$ cat config.mk
export PLATFORM = sky130hd
export DESIGN_NAME = run_meter
export DESIGN_NICKNAME = d
export VERILOG_FILES = /design/src/rtl/bit_check_pkg.sv /design/src/rtl/run_meter.sv
export SDC_FILE = /design/constraint.sdc
export NUM_CORES = 1
export LEC_CHECK = 0
export CAP_MARGIN = 10
export CORE_AREA = 2 2 39 41
export CTS_CLUSTER_SIZE = 28
export DETAILED_ROUTE_END_ITERATION = 10
export DIE_AREA = 0 0 41 43
export SLEW_MARGIN = 25
export SYNTH_ARGS = -nofsm -noshare
export SYNTH_HDL_FRONTEND = slang
export SYNTH_SLANG_ARGS = --single-unit
$ cat constraint.sdc
create_clock -name clk -period 1.3 [get_ports clk]
set_input_delay 0.26 -clock clk [delete_from_list [all_inputs] [get_ports clk]]
set_output_delay 0.26 -clock clk [all_outputs]
set_load 0.01 [all_outputs]
$ cat src/rtl/bit_check_pkg.sv
// rtl/bit_check_pkg.sv - shared types and helpers for bit_stream_checker
package bit_check_pkg;

  typedef enum logic {
    S_SEARCH = 1'b0,
    S_LOCKED = 1'b1
  } state_t;

  function automatic logic [31:0] sat_inc(input logic [31:0] v, input logic [31:0] max_v);
    return (v >= max_v) ? v : v + 32'd1;
  endfunction

  // Register width able to hold 0..max_v, never narrower than one bit.
  function automatic int bits_for(input int max_v);
    return (max_v < 2) ? 1 : $clog2(max_v + 1);
  endfunction

endpackage

$ cat src/rtl/run_meter.sv
// rtl/run_meter.sv - run-length counter with transition detect
// Measures how long the sampled stream has held its level while searching for lock.
module run_meter
  import bit_check_pkg::*;
#(
  parameter int RUN_LEN = 1,
  parameter int RUN_W   = bits_for(RUN_LEN + 1)
) (
  input  logic             clk,
  input  logic             rst_n,
  input  logic             d_q,
  input  logic             en,
  input  logic             clr_first,
  output logic             trans,
  output logic             first,
  output logic [RUN_W-1:0] run
);

  logic d_prev;
  logic seen;

  assign trans = (d_q != d_prev);
  assign first = trans && !seen;

  always_ff @(posedge clk or negedge rst_n) begin
    if (!rst_n) begin
      d_prev <= 1'b0;
      seen   <= 1'b0;
      run    <= RUN_W'(1);
    end else begin
      d_prev <= d_q;
      if (clr_first) begin
        seen <= 1'b0;
      end else if (en && trans) begin
        seen <= 1'b1;
      end
      // Run saturates one past RUN_LEN so an over-long level never scores as good.
      if (en) begin
        if (trans) begin
          run <= RUN_W'(1);
        end else begin
          run <= RUN_W'(sat_inc(32'(run), 32'(RUN_LEN + 1)));
        end
      end
    end
  end

endmodule

# Yosys cells after proc, flatten, opt, wreduce, memory -nomap -nowiden
# Index checks and enable logic that the tools add are counted.
dict set report classes {
  shifts 0
  multipliers 0
  magnitude_cmp 1
  n_bitwise 0
  muxes 4
  n_reduce_logical 5
  addsub 1
  n_eq_ne 2
  div 0
}
# cell count
set ops {}
lappend ops {{$mux W2} 2}
lappend ops {{$add A2 B1 Y2 const B} 1}
lappend ops {{$ge A2 B2 Y1 const B} 1}
lappend ops {{$logic_and A1 B1 Y1} 2}
lappend ops {{$mux W1} 2}
lappend ops {{$ne A2 B2 Y1 const B} 1}
lappend ops {{$reduce_and A2 Y1} 1}
lappend ops {{$reduce_bool A2 Y1} 1}
lappend ops {{$logic_not A1 Y1} 1}
lappend ops {{$ne A1 B1 Y1} 1}
dict set report totals {
  n_memories 0
  out_inout_bits 4
  input_bits 5
  latchBits 0
  elab_cells 16
  mem_bits_rw 0
  reg_bits 4
  rom_bits 0
}

# Longest topological paths before layout
# Gate-level depths: netlist of the first run.
dict set report logic_depth {
  depth_word 4
  mapped_depth 5
  ltp_nobuf 5
}

# Worst setup path after synthesis of the first run
# Ideal clock, no wire load.
dict set report synth_path {
  kind {reg2reg}
  startpoint {reg run[0]}
  endpoint {reg run[0]}
  path_slack_ns 0.036
  t_required_ns 1.214
  period_less_slack_ns 1.264
  n_path_buf 0
  arrival_ns 1.177
  path_stages_with_launch 6
  setup_time_ns 0.086
  path_cell_list {dfstp_2 -> inv_1 -> ha_1 -> nor2_1 -> mux2i_1 -> a21oi_1}
}
dict set report synth_via {
  elab_chain_len 3
  word_cells_on_any_way 6
  cone_classes {add/sub: 1; order compare: 1; eq/ne: 1; mux: 2; reduce/logical: 1}
}
# element line
set synth_rtl {}
lappend synth_rtl {{from (decl)} run_meter.sv:16} ;# output logic [RUN_W-1:0] run
lappend synth_rtl {{from (signal assigned)} run_meter.sv:42} ;# run <= RUN_W'(sat_inc(32'(run), 32'(RUN_LEN + 1)));
lappend synth_rtl {{$add A2 B1 Y2 or $ge A2 B2 Y1 (tied branches)} bit_check_pkg.sv:10} ;# return (v >= max_v) ? v : v + 32'd1;
lappend synth_rtl {{$mux W2 or $ne A2 B2 Y1 (tied branches)} n/a}
lappend synth_rtl {{$mux W2 or $reduce_and A2 Y1 (tied branches)} n/a}
# Parallel ways exist; a longest one is shown, timed or not. The select of a mux whose other input is x is not followed.
# A chain may end at the register's enable or synchronous reset.

# Worst setup path in the final report of the first run
dict set report layout_path {
  startpoint {reg d_prev}
  endpoint {out first}
}
dict set report layout_via {
  elab_chain_len 2
}
# element line
set layout_rtl {}
lappend layout_rtl {{from (decl)} run_meter.sv:19} ;# logic d_prev;
lappend layout_rtl {{from (signal assigned)} run_meter.sv:31} ;# d_prev <= d_q;
lappend layout_rtl {{$ne A1 B1 Y1} run_meter.sv:22} ;# assign trans = (d_q != d_prev);
lappend layout_rtl {{$logic_and A1 B1 Y1} run_meter.sv:23} ;# assign first = trans && !seen;
lappend layout_rtl {{to (decl)} run_meter.sv:15} ;# output logic first,
# Every way passes these cells.

==> flow_summary.yaml, run 1 <==
placed_design:
  io_buffers: 8
  pre_cts_ws_ns: -0.491
  routabilityCongestion: 0.761
  placed_cell_area_um2: 309
clock_network:
  cts_buffer_depth: 2
  cts-buffers-inserted: 3
  clk-insertion-delay-late_ns: 0.23
  cts.sinks: 4
  cts_tree: "yes"
  cts-root-buf: "clkbuf_4"
  clk_pin_slew_ns: 0.04
  htreeDepth: 1
layout:
  antenna_cells: 0
  drive_above_1_share_pct: 44.4
  final_cell_area_um2: 357
  final_nets: 43
  area_growth_syn_to_layout_pct: 83.9
detailed_routing:
  via_per_inst: 3.54
  drt_drc_violations_left: 0
  drt_pass1_iterations: 2
  vias: 184
  drt_iter0_markers: 1
  antenna_left: 0
  wl_per_cell_um: 7.42
  routed_wl_um: 386
yosys:
  synthCells: 19
  syn_area_um2: 194
  yosysUniqueCellTypes: 11
  ys_ff_latch: 4
  synth_seq_area_share_pct: 52.3
  yosysWarnings: 0
  syn_nets: 25
  synth_area_per_cell_um2: 10.2
sta:
  timing.final.ws_setup_ns: 0.0460
  hold_violations: 0
  max_freq_mhz: 797
  worstMarginPinSlew_ns: 0.190
  maxSlewViolCount: 0
  fin_setup_tns_ns: 0
  post-route-period-util_pct: 96.5
  relSlewSlack_pct: 87.3
  fin_worst_skew_ns: 0.00542
  grt_setup_unrepaired: "yes"
  fin_crit_ns: 1.25
  finalSetupViolCount: 0
die:
  die-height_um: 43
  rows: 14
  dieArea_um2: 1760
  io_pins: 9
  core-area_um2: 1380
  start_util_pct: 14.0
  die_w_um: 41
worst_setup_path:
  critPathLaunchType: "flip-flop"
  required_ns: 1.04
  crit_arrival_ns: 0.99
  end_kind: "output pin"
  cp_max_fo: 3
  crit_type: "reg2out"
global_routing:
  grt_pass1_vias: 174
  grt_first_pass_wirelength_um: 676
  grt_max_degree: 6
  antenna_found_initial: 0
  gr-total-overflow: 0
  track_usage_pct: 6.25
run_status:
  status: "finished clean"
pwr:
  max-vdd-ir-drop_v: 0.00103
  p_leak_nw: 0.175
  p_per_area_nw_per_um2: 1830
worst_hold_path:
  worst_hold_path_type: "in2async"
run:
  drv_cap: 0
## path summary, 6_finish.rpt
check,startpoint,endpoint,slack (ns),cells past startpoint
min,rst_n,d_prev$_DFF_PN0_,0.22,1
min reg2reg,seen$_DFFE_PN0P_,seen$_DFFE_PN0P_,0.50,2
max,d_prev$_DFF_PN0_,first,0.05,3
min in group clk,d_q,d_prev$_DFF_PN0_,0.34,1
max reg2reg,run[0]$_DFFE_PN1P_,run[0]$_DFFE_PN1P_,0.10,5
max in group asynchronous,rst_n,run[0]$_DFFE_PN1P_,0.83,1
## routing by layer
layer	wire length, um	GRT usage [%]	up-vias
li1	-	-	96
met5	0	0	-
met2	182	8.13	9
met4	0	2.00	0
met1	167	6.84	79
met3	36	6.28	0
## critical path, stage by stage (launching register included)
cell	delay, ns
dfrtp_1	0.39
xnor2_2	0.18
nor2_1	0.05
buf_2	0.13
## synth_stat cells
cell | n | area [um^2]
dfstp_2 | 1 | 26.3
a21oi_1 | 3 | 15.0
mux2i_1 | 1 | 10.0
nand2_1 | 1 | 3.75
nor2_1 | 5 | 18.8
inv_2 | 1 | 3.75
xnor2_2 | 1 | 16.3
dfrtp_1 | 3 | 75.1
ha_1 | 1 | 12.5
a21oi_2 | 1 | 8.76
inv_1 | 1 | 3.75
## report_power, final
group / total (W) / internal [W] / leakage, nW / switching, W
clock network: 0.000166 / 0.000115 / 0.0150 / 0.0000505
logic: 0.000284 / 0.000165 / 0.113 / 0.000120
registers: 0.000203 / 0.000171 / 0.0474 / 0.0000322
total: 0.000653 / 0.000451 / 0.175 / 0.000202
## repair_timing
action | in CTS | in global routing
pin swaps | 1 | 3
setup buffers | 1 | 2
resized for setup | 11 | 4
endpoints found under the setup margin | 4 | 4
hold buffers | 0 | 0
## area by class of cell
cell class	count	area (um^2)
clock buffer	4	26.3
inverter	2	7.51
multi-input combinational	13	90.1
fill	150	1030
sequential	4	101
tap	16	20.0
timing repair buffer	13	111
## kinds of logic after synthesis
| kind of cell | after synthesis | synth area share (%) |
|---|---|---|
| compound gates | 4 | 12.3 |
| xor+xnor | 1 | 8.39 |
| fa+ha+maj | 1 | 6.45 |
| buf+inv | 2 | 3.87 |
| flops | 4 | 52.3 |
| mux | 1 | 5.16 |
| simple gates | 6 | 11.6 |
## stage by stage
stage	total power, W	hold slack (ns)	std cells	util (%)
final	0.000653	0.225	52	25.8
after global routing	0.000733	0.215	52	25.8
after CTS	0.000622	0.221	50	23.8
after detailed placement	0.000473	0.472	45	22.3
after global placement	0.000471	0.470	45	22.3
after floorplan	0.000336	-0.0356	19	-
## cells in the final DEF, fill, tap and decap left out, types with 2 or more instances in the layout
cell type        synthesis  routed
dlygate4sd2_1            0       2
nor2_1                   5       4
a21oi_1                  3       3
dfrtp_1                  3       3
clkdlybuf4s50_1          0       3
clkbuf_4                 0       3
buf_4                    0       5
## sequential cells by signal, indices dropped and copies added, names as in the netlist
signal / cells
run: 2
d_prev: 1
seen: 1
No activity file was read; power rests on OpenSTA's default activity.
==> run 2, diff against run 1 <==
--- a/config.mk
+++ b/config.mk
@@ -5,7 +5,7 @@
 export SDC_FILE = /design/constraint.sdc
 export NUM_CORES = 1
 export LEC_CHECK = 0
-export CAP_MARGIN = 10
+export CAP_MARGIN = 5
 export CORE_AREA = 2 2 39 41
 export CTS_CLUSTER_SIZE = 28
 export DETAILED_ROUTE_END_ITERATION = 10
==> results of run 2 <==
No change in the layout: final DEF, timing and power equal those of run 1.
==> run 3, diff against run 2 <==
--- a/config.mk
+++ b/config.mk
@@ -6,10 +6,13 @@
 export NUM_CORES = 1
 export LEC_CHECK = 0
 export CAP_MARGIN = 5
+export CELL_PAD_IN_SITES_DETAIL_PLACEMENT = 0
+export CELL_PAD_IN_SITES_GLOBAL_PLACEMENT = 1
 export CORE_AREA = 2 2 39 41
 export CTS_CLUSTER_SIZE = 28
 export DETAILED_ROUTE_END_ITERATION = 10
 export DIE_AREA = 0 0 41 43
+export PLACE_DENSITY_LB_ADDON = 0.1
 export SLEW_MARGIN = 25
 export SYNTH_ARGS = -nofsm -noshare
 export SYNTH_HDL_FRONTEND = slang
==> constraint.sdc (replaced) <==
create_clock -name clk -period 1.3 [get_ports clk]
set_input_delay 0.26 -clock clk [delete_from_list [all_inputs] [get_ports clk]]
set_output_delay 0.26 -clock clk [all_outputs]
set_load 0.05 [all_outputs]
==> run 3 against run 2 <==
The flow now finishes with violations (setup timing). Critical path depth did not move. Fmax fell by 6.3%. Die area did not move. Utilization rose by 3.9 points. Register-to-register slack improved by 0.03 ns. Wire length rose by 7.0%. First-iteration DRC count fell by 100%. Global-route usage rose by 0.51 points. Total power rose by 40%. Critical endpoint unchanged. Largest cell class unchanged.
==> flow_summary.yaml, run 3 (same netlist as run 1, synthesis figures left out) <==
run_status:
  status: "finished, violations left"
  violations: "setup timing"
worst_setup_path:
  critPathLaunchType: "flip-flop"
  crit_type: "reg2out"
  cp-endpoint: "first"
  worstSetupStartpoint: "d_prev$_DFF_PN0_"
  r2r_end: "run[0]$_DFFE_PN1P_"
  required_ns: 1.04
  reg2reg_from: "run[0]$_DFFE_PN1P_"
  end_kind: "output pin"
  rr_worst_depth: 5
  r2r_setup_slack_ns: 0.13
  cp_max_fo: 3
  crit_arrival_ns: 1.08
clock_network:
  cts_buffer_depth: 2
  cts-root-buf: "clkbuf_4"
  clk-insertion-delay-late_ns: 0.24
  cts_tree: "yes"
  htreeDepth: 1
  cts.sinks: 4
  clk_pin_slew_ns: 0.04
  cts_hold_buf: 0
  cts-buffers-inserted: 3
sta:
  holdWs_ns: 0.223
  post-route-period-util_pct: 103
  hold_violations: 0
  worstMarginPinSlew_ns: 0.252
  finalSetupViolCount: 2
  timing.final.ws_setup_ns: -0.0378
  relSlewSlack_pct: 83.2
  maxSlewViolCount: 0
  grt_setup_unrepaired: "yes"
  max_freq_mhz: 747
  fin_crit_ns: 1.34
  fin_worst_skew_ns: 0.00584
pwr:
  p_leak_nw: 0.189
  p_per_area_nw_per_um2: 2230
  max-vdd-ir-drop_v: 0.000730
global_routing:
  antenna_found_initial: 0
  track_usage_pct: 6.76
  grt_first_pass_wirelength_um: 710
  grt_max_degree: 6
  grt_pass1_vias: 185
  gr-total-overflow: 0
layout:
  largest_reg_flops: 2
  utilization_pct: 29.7
  antenna_cells: 0
  drive_above_1_share_pct: 54.3
  mostFrequentLayoutCell: "buf_12"
  area_growth_syn_to_layout_pct: 112
  final_nets: 42
  largest-register: "run"
  reg.largest.list: "run (2), d_prev (1), seen (1)"
placed_design:
  post-dp-hpwl_um: 336
  routabilityCongestion: 0.606
  pre_cts_ws_ns: -0.188
  io_buffers: 8
detailed_routing:
  drt_pass1_iterations: 1
  drt_iter0_markers: 0
  routed_wl_um: 413
  via_per_inst: 3.71
  drt_drc_violations_left: 0
  wl_per_cell_um: 8.10
  antenna_left: 0
  vias: 189
die:
  die_w_um: 41
  die-height_um: 43
  start_util_pct: 14.0
  dieArea_um2: 1760
  rows: 14
  io_pins: 9
  core-area_um2: 1380
worst_hold_path:
  worst_hold_path_type: "in2async"
run:
  drv_cap: 0
[run 3: changes by cell type in the layout (fill, tap and decap cells not counted), sizes merged]
cell	before	now
buf	7	8
clkdlybuf4s15	1	0
dlygate4sd2	2	1
[run 3: stage by stage]
step / setup TNS (ns) / std cells / total power, W / area, um^2
3_5_place_dp: -0.526 / 45 / 0.000734 / 367
4_1_cts: -0.128 / 51 / 0.000924 / 407
6_report: -0.0656 / 51 / 0.000915 / 410
3_3_place_gp: -0.519 / 45 / 0.000732 / 367
2_1_floorplan: -0.0904 / 19 / 0.000493 / 211
5_1_grt: -0.203 / 51 / 0.000984 / 410
[run 3: layout make-up]
class                   count  area (um^2)
multi-input cells          13          103
fillers                   153          973
repair buffers             12          153
well taps                  16         20.0
flip-flops and latches      4          101
clock buffers               4         26.3
inverters                   2         7.51
[run 3: worst max-delay path, cell delays in order, from the launching register on]
cell,delay (ns)
dfrtp_1,0.38
xnor2_2,0.16
nor2_2,0.14
buf_12,0.15
[run 3: power breakdown]
| group | switching, W | total, W | internal [W] | leakage, nW |
|---|---|---|---|---|
| clock network | 0.0000562 | 0.000172 | 0.000116 | 0.0150 |
| registers | 0.0000502 | 0.000221 | 0.000171 | 0.0474 |
| logic | 0.000253 | 0.000522 | 0.000270 | 0.126 |
[run 3: how the worst min path moves through the flow]
| stage | startpoint | to | slack (ns) |
|---|---|---|---|
| after floorplan | rst_n | d_prev$_DFF_PN0_ | -0.04 |
| after global placement | rst_n | d_prev$_DFF_PN0_ | 0.48 |
| after detailed placement | rst_n | d_prev$_DFF_PN0_ | 0.48 |
| after CTS | rst_n | run[1]$_DFFE_PN0P_ | 0.22 |
| after global routing | rst_n | run[1]$_DFFE_PN0P_ | 0.23 |
| final | rst_n | run[1]$_DFFE_PN0P_ | 0.22 |
[run 3: repair_timing]
action	4_1_cts	5_1_grt
setup buffers	2	0
pin swaps	1	0
resized for setup	1	1
setup endpoints to repair	2	3
[run 3: per-layer routing]
metal	wire length (um)	GRT usage (%)
met5	0	0
met1	140	6.54
met2	226	8.75
met3	31	2.09
met4	14	10.0
